`config.mk`:
```
export PLATFORM = sky130hd
export DESIGN_NAME = sys_sequencer
export DESIGN_NICKNAME = d
export VERILOG_FILES = /design/src/rtl/sys_sequencer.sv
export SDC_FILE = /design/constraint.sdc
export NUM_CORES = 1
export LEC_CHECK = 0
export CORE_MARGIN = 1
export CORE_UTILIZATION = 37
export CTS_BUF_LIST = sky130_fd_sc_hd__clkbuf_8
export DETAILED_ROUTE_END_ITERATION = 12
export GPL_TIMING_DRIVEN = 1
export PLACE_DENSITY = 0.91
export SETUP_SLACK_MARGIN = 0.05
export SLEW_MARGIN = 30
export SYNTH_ARGS = -nofsm -noshare
export SYNTH_HDL_FRONTEND = slang
export SYNTH_SLANG_ARGS = --single-unit
```
`constraint.sdc`:
```
create_clock -name clk -period 4.02 [get_ports clk]
set_input_delay 0.804 -clock clk [delete_from_list [all_inputs] [get_ports clk]]
set_output_delay 0.804 -clock clk [all_outputs]
set_load 0.02 [all_outputs]
```
`src/rtl/sys_sequencer.sv`:
```
// sys_sequencer: top-level run controller for the 16-bit cpu core.
// Meters cpu steps with a clock enable, runs the power-on clear sequence and
// services sys instructions (halt, output word, input word) over valid/ready.
module sys_sequencer #(
    parameter int CLEAR_CYCLES = 2
) (
    input  logic        clk,
    input  logic        clear,
    input  logic        start,
    input  logic [15:0] cpu_pc,
    input  logic        cpu_sys,
    input  logic [47:0] cpu_sysregs,
    output logic [15:0] imem_addr,
    input  logic [15:0] imem_data,
    output logic [15:0] cpu_ins,
    output logic        cpu_clk_en,
    output logic        cpu_clear,
    output logic        cpu_load,
    output logic [15:0] cpu_load_data,
    output logic        out_valid,
    input  logic        out_ready,
    output logic [15:0] out_data,
    input  logic        in_valid,
    output logic        in_ready,
    input  logic [15:0] in_data,
    output logic        halted,
    output logic        busy,
    output logic [15:0] instr_count
);

    localparam int CNT_W = (CLEAR_CYCLES > 1) ? $clog2(CLEAR_CYCLES) : 1;
    localparam logic [CNT_W-1:0] CNT_LAST = CNT_W'(CLEAR_CYCLES - 1);

    typedef enum logic [2:0] {
        IDLE,
        RESET,
        RUN,
        OUT_WAIT,
        IN_WAIT,
        STEP,
        HALT
    } state_t;

    state_t           state;
    state_t           next_state;
    logic [CNT_W-1:0] clear_cnt;
    logic             step_load;
    logic [15:0]      sys_code;
    logic [15:0]      sys_arg;
    logic             sysregs_unused;

    // The instruction path is a pure pass-through between cpu and ROM.
    assign imem_addr = cpu_pc;
    assign cpu_ins   = imem_data;

    // Syscall code lives in r1, operand in r2; r3 is not needed here.
    assign sys_code       = cpu_sysregs[15:0];
    assign sys_arg        = cpu_sysregs[31:16];
    assign sysregs_unused = ^cpu_sysregs[47:32];

    // Flags decoded straight from the state register.
    assign cpu_load = (state == STEP) && step_load;
    assign halted   = (state == HALT);
    assign busy     = (state != IDLE) && (state != HALT);

    // State register; clear returns to IDLE from anywhere, abandoning handshakes.
    always_ff @(posedge clk) begin
        if (clear) begin
            state <= IDLE;
        end else begin
            state <= next_state;
        end
    end

    // Next-state and control decode; the RUN clock enable is gated by cpu_sys
    // combinationally so the cpu never steps past a sys word.
    always_comb begin
        next_state = state;
        cpu_clk_en = 1'b0;
        cpu_clear  = 1'b0;
        out_valid  = 1'b0;
        in_ready   = 1'b0;
        case (state)
            IDLE: begin
                if (start) begin
                    next_state = RESET;
                end
            end
            RESET: begin
                cpu_clear  = 1'b1;
                cpu_clk_en = 1'b1;
                if (clear_cnt == CNT_LAST) begin
                    next_state = RUN;
                end
            end
            RUN: begin
                cpu_clk_en = !cpu_sys;
                if (cpu_sys) begin
                    case (sys_code)
                        16'd0:   next_state = HALT;
                        16'd1:   next_state = OUT_WAIT;
                        16'd2:   next_state = IN_WAIT;
                        default: next_state = STEP;
                    endcase
                end
            end
            OUT_WAIT: begin
                out_valid = 1'b1;
                if (out_ready) begin
                    next_state = STEP;
                end
            end
            IN_WAIT: begin
                in_ready = 1'b1;
                if (in_valid) begin
                    next_state = STEP;
                end
            end
            STEP: begin
                cpu_clk_en = 1'b1;
                next_state = RUN;
            end
            HALT: begin
                next_state = HALT;
            end
            default: begin
                next_state = IDLE;
            end
        endcase
    end

    // Datapath: clear-sequence counter, syscall operand/input latches, the
    // load-on-step flag and the saturating retired-step counter. A clear issued
    // from an active state keeps instr_count so the aborted run can be inspected;
    // the next start zeros it.
    always_ff @(posedge clk) begin
        if (clear) begin
            clear_cnt     <= '0;
            out_data      <= '0;
            cpu_load_data <= '0;
            step_load     <= 1'b0;
            case (state)
                RESET, RUN, OUT_WAIT, IN_WAIT, STEP, HALT: ;
                default: instr_count <= '0;
            endcase
        end else begin
            case (state)
                IDLE: begin
                    if (start) begin
                        clear_cnt   <= '0;
                        instr_count <= '0;
                    end
                end
                RESET: begin
                    clear_cnt <= clear_cnt + 1'b1;
                end
                RUN: begin
                    if (cpu_sys) begin
                        out_data  <= sys_arg;
                        step_load <= 1'b0;
                    end else if (instr_count != 16'hFFFF) begin
                        instr_count <= instr_count + 16'd1;
                    end
                end
                IN_WAIT: begin
                    if (in_valid) begin
                        cpu_load_data <= in_data;
                        step_load     <= 1'b1;
                    end
                end
                STEP: begin
                    step_load <= 1'b0;
                    if (instr_count != 16'hFFFF) begin
                        instr_count <= instr_count + 16'd1;
                    end
                end
                default: ;
            endcase
        end
    end

endmodule

```
## Yosys cells after proc, flatten, opt, wreduce, memory -nomap -nowiden

Index checks and enable logic that the tools add are counted.

| operators by class | value |
|---|---|
| shift-type cells | 0 |
| order comparisons | 0 |
| add/subtract/negate cells | 2 |
| bitwise operators | 0 |
| reduce and logical (&&, ||, !) cells | 17 |
| multiplexer cells | 22 |
| equality and inequality tests | 18 |
| divide/modulo/power cells | 0 |
| multiply operators | 0 |

Operators with widths:

| cell | number |
|---|---|
| 16-bit two-way mux | 5 |
| 16-bit case mux with 3 select lines | 1 |
| 3-bit case mux with 7 select lines | 1 |
| 16-bit by 1-bit adder with 16-bit output (second input constant) | 1 |
| 16-bit by 1-bit equality test with 1-bit output (second input constant) | 1 |
| 16-bit by 2-bit equality test with 1-bit output (second input constant) | 1 |
| 16-bit zero test | 1 |
| 16-bit inequality test (second input constant) | 1 |
| 3-bit two-way mux | 5 |
| 2-bit inequality test (second input constant) | 6 |
| 3-bit equality test (second input constant) | 3 |
| 3-bit inequality test (second input constant) | 3 |
| 3-bit case mux with 3 select lines | 1 |
| 3-bit by 2-bit equality test with 1-bit output (second input constant) | 2 |
| 1-bit two-way mux | 6 |
| 2-bit AND reduction | 3 |
| 3-bit nonzero test | 2 |
| 6-bit OR reduction | 1 |
| 5-bit AND reduction | 1 |
| 1-bit case mux with 2 select lines | 2 |
| 4-bit AND reduction | 1 |
| 4-bit nonzero test | 1 |
| 3-bit by 1-bit equality test with 1-bit output (second input constant) | 1 |
| 3-bit zero test | 1 |
| 7 further kinds | 8 |

| storage, ports and cells | value |
|---|---|
| word-level logic and storage cells | 65 |
| memories kept | 0 |
| bits in latches | 0 |
| memory bits (writable) | 0 |
| register bits after elaboration | 53 |
| output and inout bits | 87 |
| bits in read-only memories | 0 |
| input port bits | 102 |

## Depth between registers and ports, before layout

Gate-level depths: netlist (run 1).

| logic depth | value |
|---|---|
| depth after elaboration | 5 |
| gate-level depth with buffers | 6 |

## Least setup slack after synthesis (run 1)

No wires, ideal clock.

| timing path | value |
|---|---|
| path type | input port to flip-flop |
| start point | in cpu_sys |
| end point | reg instr_count[0], enable pin |
| required time | 3.584 ns |
| setup time | 0.436 ns |
| slack | 0.761 ns |
| path buffers | 0 |
| cell stages on the path | 3 |
| arrival time | 2.823 ns |
| path through | nand3b_1 nor2_1 o41ai_1 |

| on the way | value |
|---|---|
| longest elaborated chain between the ends | 2 |

Ends and longest elaborated chain:

| element | line | RTL |
|---|---|---|
| from (decl) | 11 | `input logic cpu_sys,` |
| 3-bit inequality test (no source line) | n/a |  |
| 4-bit AND reduction (no source line) | n/a |  |
| to (signal assigned) | 162 | `instr_count <= instr_count + 16'd1;` |
| to (signal assigned) | 174 | `instr_count <= instr_count + 16'd1;` |
| to (decl) | 28 | `output logic [15:0] instr_count` |

Every way passes these cells.
A chain may end at the register's enable or synchronous reset.

## Final worst setup path (run 1)

| timing path | value |
|---|---|
| start point | reg state[1] |
| end point | out cpu_clk_en |

| on the way | value |
|---|---|
| longest elaborated chain between the ends | 3 |
| elaborated cells on any way between the ends | 5 |
| those cells by class | eq/ne (3); mux (1); reduce/logical (1) |

Ends and longest elaborated chain:

| element | line | RTL |
|---|---|---|
| from (decl) | 44 | `state_t state;` |
| from (signal assigned) | 71 | `state <= next_state;` |
| 3-bit equality test / 3-bit by 1-bit equality test with 1-bit output (equally long branches) | 83 | `case (state)` |
| 2-bit OR reduction (no source line) | n/a |  |
| 1-bit case mux with 2 select lines * | 83 |  |
| to (decl) | 16 | `output logic cpu_clk_en,` |

Mark *: on every way between the ends. The rest lies on a longest branch, timed or not.

==> flow_summary.yaml, run 1 <==
clock_network:
  cts_tree: "yes"
  numClockSinks: 53
  ctsHoldBuffers: 0
  cts.clk_slew.worst_paths_ps: 100
  post-cts-setup-buffer-count: 0
  clock_latency_ps: 300
  cts_buffers: 5
  cts_resized: 0
  cts.htree.levels: 2
  cts_buffer_depth: 2
  clock-root-buffer: "clkbuf_8"
detailed_routing:
  dr.first_iter.drc_count: 171
  wire_per_inst_um: 14.0
  via_per_inst: 5.10
  wl_um: 6950
  drt_first_pass_iters: 4
  drc_errors: 0
  via_count: 2541
  detail-route-antenna-nets: 0
sta:
  setup_viol: 0
  relSlewSlack_pct: 40.3
  hold_violations: 0
  worst_pin_slew_ps: 893
  fin_crit_ps: 2940
  post-route-period-util_pct: 73.3
  final.setup.tns_ps: 0
  rsz0062_at_grt: "no"
  clock_skew_ps: 12.1
  fmax_ghz: 0.340
  setup_ws_ps: 1080
  slew_violations: 0
worst_setup_path:
  end_kind: "output pin"
  crit_fanout: 12
  crit_path_start_kind: "flip-flop"
  cp_data_required_time_ps: 3220
  arrival_ps: 2140
  critPathKind: "flip-flop to output pin"
global_route:
  grtUsageTotal_pct: 17.8
  overflow: 0
  grt_first_pass_wirelength_um: 10800
  grt_start_max_net_pins: 24
  grt_pass1_vias: 2327
  antenna_found_initial: 0
place:
  portBuffers: 108
  dp.cells: 490
  place_congestion: 0.916
  place_ws_ps: 1160
  hpwlAfterDp_um: 5090
status:
  status: "finished clean"
cells_and_area:
  fin_util_pct: 52.2
  fillers: 658
  n_antenna_cell: 0
  syn_to_final_growth_pct: 37.0
  drive_gt1_share_pct: 6.27
  final_cell_mix: "clkdlybuf4s50_1 (108), nand2_1 (69), a21oi_1 (48)"
  register_area_um2: 1220
  fin_cells: 498
  nNetsFinal: 502
  multi_input_area_um2: 1200
  final_common_cell: "clkdlybuf4s50_1"
pwr:
  p_per_area_nw_per_um2: 318
  p_int_uw: 849
  peakVddDrop_v: 0.000186
  swShare_pct: 29.2
  share_seq_of_total_power_pct: 53.2
  power_frac_clock_pct: 24.3
  power_uw: 1200
  p_leak_uw: 0.00124
  combPwrFrac_pct: 22.5
  power_switching_uw: 351
die:
  fp.dieH_um: 88.2
  die_area_um2: 7780
  core_um2: 7210
  die_x_um: 88.2
  rows: 31
  ioPinCount: 189
  initial_core_util_pct: 38.1
synth:
  syn_avg_cell_area_um2: 8.46
  synth_cell_types: 50
  syn_area_um2: 2750
  yosysSeqAreaShare_pct: 44.4
  synth_top_flop_cell: "dfxtp_1"
  ys_ff_latch: 53
  syn_nets: 429
  synthCells: 325
  yosys_warnings: 0
  synth_edf_count: 16
  synth-async-reset-ratio_pct: 0
worst_hold_path:
  hp-class: "flip-flop to flip-flop"
run:
  max_cap_viol_count: 0
==> final timing paths <==
check             cells after the start  slack [ps]                        endpoint                           start
setup / recovery                      3        1080                      cpu_clk_en           state[1]$_SDFFE_PP0P_
hold / removal                        2         460  cpu_load_data[10]$_SDFFE_PP0P_  cpu_load_data[10]$_SDFFE_PP0P_
setup reg to reg                      5        1900   instr_count[15]$_SDFFCE_PP0P_           state[0]$_SDFFE_PP0P_
hold reg to reg                       2         460  cpu_load_data[10]$_SDFFE_PP0P_  cpu_load_data[10]$_SDFFE_PP0P_
==> metrics by stage <==
stage | instance area (um^2) | hold slack, ps
final | 3770 | 459
after CTS | 3770 | 460
after global routing | 3770 | 481
after global placement | 3680 | 441
after detailed placement | 3680 | 446
after floorplan | 2750 | 497
==> registers in the layout (all words and copies together), names as in the netlist <==
| name | count |
|---|---|
| cpu_load_data | 16 |
| state | 3 |
| step_load | 1 |
| clear_cnt | 1 |
| out_data | 16 |
| instr_count | 16 |
==> cell type report <==
class                   count  area share, %
repair buffers            111           29.3
multi-input cells         219           31.9
well taps                  99           3.29
clock inverters             3          0.465
clock buffers               5           1.83
inverters                   8          0.797
flip-flops and latches     53           32.4
==> metal layers <==
layer / share of wire, % / track usage (%) / vias up
met3: 7.9 / 5.69 / 10
met1: 41 / 20.4 / 1166
met5: 0 / 0 / -
li1: - / - / 1250
met2: 49 / 30.9 / 115
met4: 1.3 / 6.74 / 0
==> power by group through the flow <==
stage	Combinational [uW]	Clock, uW	Sequential [uW]
after floorplan	146	0	671
after global placement	262	0	646
after detailed placement	269	0	650
after CTS	271	304	638
after global routing	291	319	645
final	270	291	639
==> critical path, stage by stage (launching register included) <==
cell and delay [ps]:
dfxtp_1 570, or3b_2 530, o22ai_1 130, clkdlybuf4s50_1 620
==> Yosys cell counts, types with 2 or more instances <==
library cell	instances	area share (%)
nor4_1	8	1.8
inv_1	7	0.96
nand4_1	3	0.68
nand2_1	69	9.4
a31oi_1	2	0.45
or3_1	2	0.45
buf_4	32	8.7
clkbuf_1	8	1.1
edfxtp_1	16	17
or4_1	2	0.55
and2_1	2	0.45
nor2_1	17	2.3
or3_2	4	1.1
a211oi_1	2	0.55
nor3_1	9	1.6
buf_2	3	0.55
a21oi_1	48	8.7
nand3_2	2	0.73
o21ai_0	9	1.6
nand3_1	6	1.1
ha_1	2	0.91
xnor2_1	2	0.64
o31ai_1	2	0.55
dfxtp_1	37	27
and3_1	2	0.45
nand4_2	2	0.91
nor2b_1	3	0.68
nand3b_1	2	0.55
==> kinds of logic (layout without fill, tap and decap cells) <==
kind of cell | Yosys count | after routing | share of synthesized area [%]
DFF | 53 | 53 | 44.4
AOI/OAI and AO/OA | 73 | 73 | 15.6
adders and majority gates | 2 | 2 | 0.910
xor gates and xnor gates | 3 | 3 | 0.956
and+or+nand+nor | 140 | 140 | 25.7
muxes | 1 | 1 | 0.364
buffers and inverters | 53 | 127 | 12.1
Power figures use the tool's default switching activity.
==> run 2, diff against run 1 <==
--- a/config.mk
+++ b/config.mk
@@ -6,11 +6,11 @@
 export NUM_CORES = 1
 export LEC_CHECK = 0
 export CORE_MARGIN = 1
-export CORE_UTILIZATION = 37
+export CORE_UTILIZATION = 33
 export CTS_BUF_LIST = sky130_fd_sc_hd__clkbuf_8
 export DETAILED_ROUTE_END_ITERATION = 12
 export GPL_TIMING_DRIVEN = 1
-export PLACE_DENSITY = 0.91
+export PLACE_DENSITY = 0.86
 export SETUP_SLACK_MARGIN = 0.05
 export SLEW_MARGIN = 30
 export SYNTH_ARGS = -nofsm -noshare
==> constraint.sdc (replaced) <==
create_clock -name clk -period 2.65 [get_ports clk]
set_input_delay 0.53 -clock clk [delete_from_list [all_inputs] [get_ports clk]]
set_output_delay 0.53 -clock clk [all_outputs]
set_load 0.02 [all_outputs]
==> flow_summary.yaml, run 2 (synthesis gave the netlist of run 1 again) <==
sta:
  fmax_ghz: 0.403
  final.setup.tns_ps: 0
  hold_violations: 0
  slew_violations: 0
  setup_ws_ps: 171
  fin_crit_ps: 2480
  setup_viol: 0
  rsz0062_at_grt: "no"
  clock_skew_ps: 12.2
  relSlewSlack_pct: 63.6
  worst_pin_slew_ps: 546
  post-route-period-util_pct: 93.5
clock_network:
  cts.clk_slew.worst_paths_ps: 100
  cts.htree.levels: 2
  numClockSinks: 53
  cts_buffers: 5
  clock_latency_ps: 310
  post-cts-setup-buffer-count: 0
  clock-root-buffer: "clkbuf_8"
  cts_buffer_depth: 2
  cts_tree: "yes"
cells_and_area:
  top_regs: "cpu_load_data: 16 flops, instr_count: 16 flops, out_data: 16 flops"
  n_antenna_cell: 0
  fin_cells: 505
  final_cell_mix: "clkdlybuf4s50_1 (107), nand2_1 (69), a21oi_1 (48)"
  final_common_cell: "clkdlybuf4s50_1"
  fin_util_pct: 48.2
  syn_to_final_growth_pct: 38.3
  fillers: 759
  nNetsFinal: 506
  final_area_um2: 3800
  drive_gt1_share_pct: 7.69
die:
  core_um2: 7890
  ioPinCount: 189
  initial_core_util_pct: 34.9
  rows: 32
  die_x_um: 93.3
  fp.dieH_um: 93.3
  die_area_um2: 8700
detailed_routing:
  via_per_inst: 5.06
  drt_first_pass_iters: 4
  wire_per_inst_um: 13.6
  wl_um: 6860
  met3_length_um: 625
  dr.first_iter.drc_count: 80
  routed-wl-met2_um: 3300
  via_count: 2555
  drc_errors: 0
  detail-route-antenna-nets: 0
  wl_met1_um: 2810
  highest_layer: "met4"
place:
  dp.cells: 497
  placedInstanceArea_um2: 3710
  hpwlAfterDp_um: 5120
  place_congestion: 0.903
  place_ws_ps: 275
  portBuffers: 108
worst_setup_path:
  cp_data_required_time_ps: 2120
  slowest_delay_ps: 650
  crit_path_start_kind: "flip-flop"
  crit_fanout: 12
  arrival_ps: 1950
  crit_chain: "clkinvlp_4, nor3_1, clkdlybuf4s50_1"
  worst_path_max_delay_cell: "clkdlybuf4s50_1"
  end_kind: "output pin"
  critPathKind: "flip-flop to output pin"
worst_hold_path:
  hp-class: "flip-flop to flip-flop"
global_route:
  grt_pass1_vias: 2442
  grtUsageTotal_pct: 16.1
  antenna_found_initial: 0
  overflow: 0
  grt_first_pass_wirelength_um: 11100
  grt_start_max_net_pins: 23
status:
  status: "finished clean"
pwr:
  p_leak_uw: 0.00126
  peakVddDrop_v: 0.000239
  p_per_area_nw_per_um2: 483
run:
  max_cap_viol_count: 0
-- run 2: cell types whose count changed in the layout (fill, tap and decap cells not counted), sizes merged --
cell / delta
buf: +4
clkdlybuf4s50: -1
clkinv: -1
dlygate4sd2: +1
inv: +1
-- run 2: path summary, 6_finish.rpt --
check,startpoint,endpoint,slack [ps],depth (start not counted)
min,out_data[1]$_SDFFE_PP0P_,out_data[1]$_SDFFE_PP0P_,460,2
max,state[1]$_SDFFE_PP0P_,out_valid,170,3
min reg2reg,out_data[1]$_SDFFE_PP0P_,out_data[1]$_SDFFE_PP0P_,460,2
max reg2reg,instr_count[1]$_SDFFCE_PP0P_,instr_count[7]$_SDFFCE_PP0P_,610,5
-- run 2: power by group --
group | switching (uW) | total (uW) | internal, uW
Combinational | 201 | 415 | 214
Sequential | 69.9 | 964 | 894
Clock | 274 | 459 | 185
-- run 2: stage by stage --
step	power, uW	hold WS [ps]
final	1840	461
after global routing	1930	482
after CTS	1860	462
after detailed placement	1400	448
after global placement	1390	441
after floorplan	1240	497
-- run 2: repair_timing --
item | CTS | global route
endpoints found under the setup margin | 3 | 1
resized for setup | 2 | 1
cloned | 0 | 0
hold buffers | 0 | 0
-- run 2: layout make-up --
| type | instances | area (um^2) | area share (%) |
|---|---|---|---|
| sequential | 53 | 1220 | 32.1 |
| multi-input combinational | 219 | 1200 | 31.6 |
| timing repair buffer | 115 | 1130 | 29.8 |
| tap | 102 | 128 | 3.36 |
| clock buffer | 5 | 68.8 | 1.81 |
| inverter | 8 | 33.8 | 0.888 |
| clock inverter | 3 | 16.3 | 0.428 |
-- run 2: layer usage --
layer  vias to the layer above  track usage (%)
li1                       1258                -
met2                        99             27.0
met4                         0             6.67
met1                      1179             18.3
met5                         -                0
met3                        19             6.34
-- run 2: critical path: cells and delay by family, from the launching register on --
family | cells | cell delay, ps
DFF | 1 | 480
buffers and inverters | 2 | 880
and+or+nand+nor | 1 | 270
==> edit 1: new RTL, config.mk and constraints of run 1 <==
Encoding of `state_t`: now Gray code (3 bits for 7 states).
--- a/src/rtl/sys_sequencer.sv
+++ b/src/rtl/sys_sequencer.sv
@@ -32,13 +32,13 @@
     localparam logic [CNT_W-1:0] CNT_LAST = CNT_W'(CLEAR_CYCLES - 1);
 
     typedef enum logic [2:0] {
-        IDLE,
-        RESET,
-        RUN,
-        OUT_WAIT,
-        IN_WAIT,
-        STEP,
-        HALT
+        IDLE     = 3'b000,
+        RESET    = 3'b001,
+        RUN      = 3'b011,
+        OUT_WAIT = 3'b010,
+        IN_WAIT  = 3'b110,
+        STEP     = 3'b111,
+        HALT     = 3'b101
     } state_t;
 
     state_t           state;
Check against the original RTL: no difference found for any inputs over 10 cycles, from zero or initial values; not proved beyond that.
==> edit 1 against run 1 <==
- routed wire length down 0.59%
- synthesized area decreased by 0.55%
- combinational power is 11% lower
- total power decreased by 2.0%
- worst setup slack got worse by 0.12 ns
- via count grew 2.6%
- sequential cell count is the same
- maximum frequency is 4.0% lower
- sequential power decreased by 0.8%
- non-clock buffer count down 1
- design area shrank 0.63%
- synthesized cell count rose by 1.5%
- critical endpoint is now cpu_clear
- largest power group unchanged
==> edit 1: results (changes against run 1) <==
GRT met1 Usage=21.2% (was 20.4%); Clock Skew=0.00862 ns (was 0.0121 ns); Post-Syn Instances=330 (was 325); WP data arrival=2.26 ns (was 2.14 ns); Finished Core Util=53.6% (was 52.2%); Cells after DPL=489 (was 490); clk_lat worst skew=0.30 ns (about the same); Tot GR Track Use=17.8% (about the same); via count=2607 (was 2541); met2 routed WL=3.33 mm (was 3.43 mm); leakage power=1.20 nW (was 1.24 nW); Critical Path Fanout Max=18 (was 12); Final HPWL DP=5.18 mm (was 5.09 mm); switching fraction of total power=29.0% (was 29.2%); filler cell count=650 (was 658); Multi-input gate area=1190 um2 (was 1200 um2); largest net degree at the start of global routing=26 (was 24); status=finished, final reports clean (unchanged); register area share after synthesis=44.6% (was 44.4%); Post-Route WL=6.91 mm (was 6.95 mm); met3 WL=691 um (was 552 um); Netlist cell types=47 (was 50); Setup crit start=state[0] (was state[1]); synth top area cells=dfxtp_1, edfxtp_1, nand2_1 (unchanged); #MultiIn Comb=224 (was 219); syn_nets=433 (was 429); clock share of power=25.7% (was 24.3%); layout cell share with drive strength beyond 1=4.49% (was 6.27%); Inverters=6 (was 8); GPL Wtd Cong=0.821 (was 0.916); clk tree area frac=2.37% (was 2.29%); GRT met2 Usage=29.9% (was 30.9%); first-pass GRT wire length=10.8 mm (about the same); commonest cells in the netlist=nand2_1, a21oi_1, dfxtp_1 (unchanged); Max stage delay on crit path=0.71 ns (was 0.62 ns); Final nets=503 (was 502); met3 GRT Util=6.41% (was 5.69%); DP Area=3650 um2 (was 3680 um2); dpl ws=1.05 ns (was 1.16 ns); Inserted Clock Buffers=5 (unchanged); worst slew pin tran=0.779 ns (was 0.893 ns); wire per inst=13.9 um (was 14.0 um); Gate power share=20.4% (was 22.5%); Min-Delay Startpoint=cpu_load_data[2] (was cpu_load_data[10]); wl on met1=2.83 mm (was 2.87 mm); fraction of area in non-clock buffers=29.3% (about the same); count of non-CTS buffers in the layout=110 (was 111); Max VDD drop=0.213 mV (was 0.186 mV); # rows=30 (was 31); sequential share of cell area=32.6% (was 32.4%); vias in the first global route=2409 (was 2327); DRT iter0 DRCs=121 (was 171); CTS H-Tree Depth=2 (unchanged); Worst path slowest cell=dfxtp_1 (was clkdlybuf4s50_1); post-cts repair resize count=0 (unchanged); Design Power=1.18 mW (was 1.20 mW); Clock Tree Buf Depth=2 (unchanged)
[edit 1: cell types whose count changed in the layout (fill, tap and decap cells not counted), moves of 3 or more]
| cell | delta |
|---|---|
| a21oi_1 | -8 |
| nand2_1 | +8 |
| or3_1 | +5 |
| o21ai_0 | +4 |
| or3_2 | -4 |
| a31oi_1 | +3 |
| mux2i_1 | +3 |
| nand2b_1 | +3 |
| nor3_1 | -3 |
[edit 1: path summary, 6_finish.rpt]
kind	slack, ns	end	cells past startpoint
setup reg to reg	1.81	instr_count[11]	3
setup / recovery	0.95	cpu_clear	3
hold / removal	0.46	cpu_load_data[2]	2
hold reg to reg	0.46	cpu_load_data[2]	2
[edit 1: kinds of logic (layout without fill, tap and decap cells)]
logic type	Yosys count	count (layout)	synth area share, %
and+or+nand+nor	140	140	23.9
AOI/OAI and AO/OA	74	74	16.0
DFF	53	53	44.6
buffers and inverters	53	124	11.8
muxes	5	5	1.88
xor gates and xnor gates	4	4	1.28
adders and majority gates	1	1	0.457
==> edit 2: new RTL, settings of run 1 <==
Without the edit above. Change the parameter `CLEAR_CYCLES` from 2 to 8.
--- a/src/rtl/sys_sequencer.sv
+++ b/src/rtl/sys_sequencer.sv
@@ -2,7 +2,7 @@
 // Meters cpu steps with a clock enable, runs the power-on clear sequence and
 // services sys instructions (halt, output word, input word) over valid/ready.
 module sys_sequencer #(
-    parameter int CLEAR_CYCLES = 2
+    parameter int CLEAR_CYCLES = 8
 ) (
     input  logic        clk,
     input  logic        clear,
Behaviour: not the same (Yosys sat finds a counterexample within 4 cycles, from zero or initial values).
==> edit 2 against run 1 <==
- sequential cell count up 2
- worst setup slack worse by 0.19 ns
- synthesized area up 8.3%
- global-route usage about the same
- cell count up 4.0%
- critical path type unchanged
- critical endpoint unchanged
- routed wire length up 6.7%
- worst hold slack better by 0.00062 ns
- first-iteration DRC count down 34%
- total power up 15%
- design area up 4.8%
- count of clock-buffer cells in the layout unchanged
- synthesized cell count up 8.3%
==> edit 2: results (changes against run 1) <==
status=finished, final reports clean (unchanged); Netlist cell types=54 (was 50); met2 routed WL=3.75 mm (was 3.43 mm); Inserted Clock Buffers=5 (unchanged); CTS H-Tree Depth=2 (unchanged); fraction of area in non-clock buffers=27.7% (was 29.3%); Cell Area, Synth=2980 um2 (was 2750 um2); GPL Wtd Cong=0.835 (was 0.916); Post-Synth XOR/XNOR Area=0.588% (was 0.955%); commonest cells in the netlist=nand2_1, a21oi_1, dfxtp_1 (unchanged); drt pass-1 iters=6 (was 4); root buf cell=clkbuf_8 (unchanged); layout cell share with drive strength beyond 1=5.29% (was 6.27%); post-synthesis compound-gate area fraction=17.0% (was 15.6%); count of non-CTS buffers in the layout=110 (was 111); top sig layer=met4 (unchanged); register area share after synthesis=42.3% (was 44.4%); WP data arrival=2.33 ns (was 2.14 ns); Max VDD drop=0.177 mV (was 0.186 mV); largest net degree at the start of global routing=35 (was 24); Post-Route WL=7.42 mm (was 6.95 mm); GRT met1 Usage=19.7% (was 20.4%); met3 GRT Util=6.22% (was 5.69%); via/cell ratio=5.27 (was 5.10); multi-input combinational area share=34.4% (was 31.9%); Top Family by Delay on Critical Path=flip-flops (was buffers and inverters); clk tree area frac=2.38% (was 2.29%); Clock Skew=0.00806 ns (was 0.0121 ns); adder-cell share of the synthesized area=1.26% (was 0.910%); mux contribution to synthesized area=1.72% (was 0.364%); synthesis-to-layout area growth=32.6% (was 37.0%); Max stage delay on crit path=0.72 ns (was 0.62 ns); wl on met1=2.95 mm (was 2.87 mm); Final HPWL DP=5.48 mm (was 5.09 mm); Worst path slowest cell=dfxtp_1 (was clkdlybuf4s50_1); clock sink count=55 (was 53); #MultiIn Comb=240 (was 219); dpl ws=0.992 ns (was 1.16 ns); Tot GR Track Use=17.8% (about the same); leakage power=1.27 nW (was 1.24 nW); fin cells=518 (was 498); DP Area=3860 um2 (was 3680 um2); met3 WL=630 um (was 552 um); sequential share of cell area=31.9% (was 32.4%); first-pass GRT wire length=12.2 mm (was 10.8 mm); synth top area cells=dfxtp_1, edfxtp_1, nand2_1 (unchanged); GRT met2 Usage=32.1% (was 30.9%); Cells after DPL=510 (was 490); Post-CTS Setup Bufs=0 (unchanged); Avg Inst Size Synth=8.46 um2 (about the same); Inverters=3 (was 8); syn_nets=457 (was 429); Slew HR=57.7% (was 40.3%); DRT iter0 DRCs=113 (was 171); filler cell count=706 (was 658); Critical Path Fanout Max=19 (was 12); vias in the first global route=2701 (was 2327)
==> edit 2: cell types whose count changed after synthesis, moves of 4 or more <==
| cell | run 1 | this run |
|---|---|---|
| nand2_1 | 69 | 76 |
| buf_2 | 3 | 8 |
| a21oi_1 | 48 | 44 |
| and2_1 | 2 | 6 |
| and4_1 | 0 | 4 |
| inv_1 | 7 | 3 |
| nand2b_1 | 0 | 4 |
| nor2_1 | 17 | 13 |
| nor4_1 | 8 | 4 |
==> edit 2: report_power, final <==
group          internal (mW)  switching (mW)
Combinational          0.177           0.171
Sequential             0.630          0.0840
Clock                  0.125           0.194
Total                  0.932           0.448
==> edit 2: path summary, 6_finish.rpt <==
check                   start              to  slack (ns)  cells past startpoint
setup / recovery     state[1]      cpu_clk_en        0.88                      3
hold / removal    out_data[1]     out_data[1]        0.46                      2
setup reg to reg     state[1]  instr_count[5]        1.94                      4
hold reg to reg   out_data[1]     out_data[1]        0.46                      2
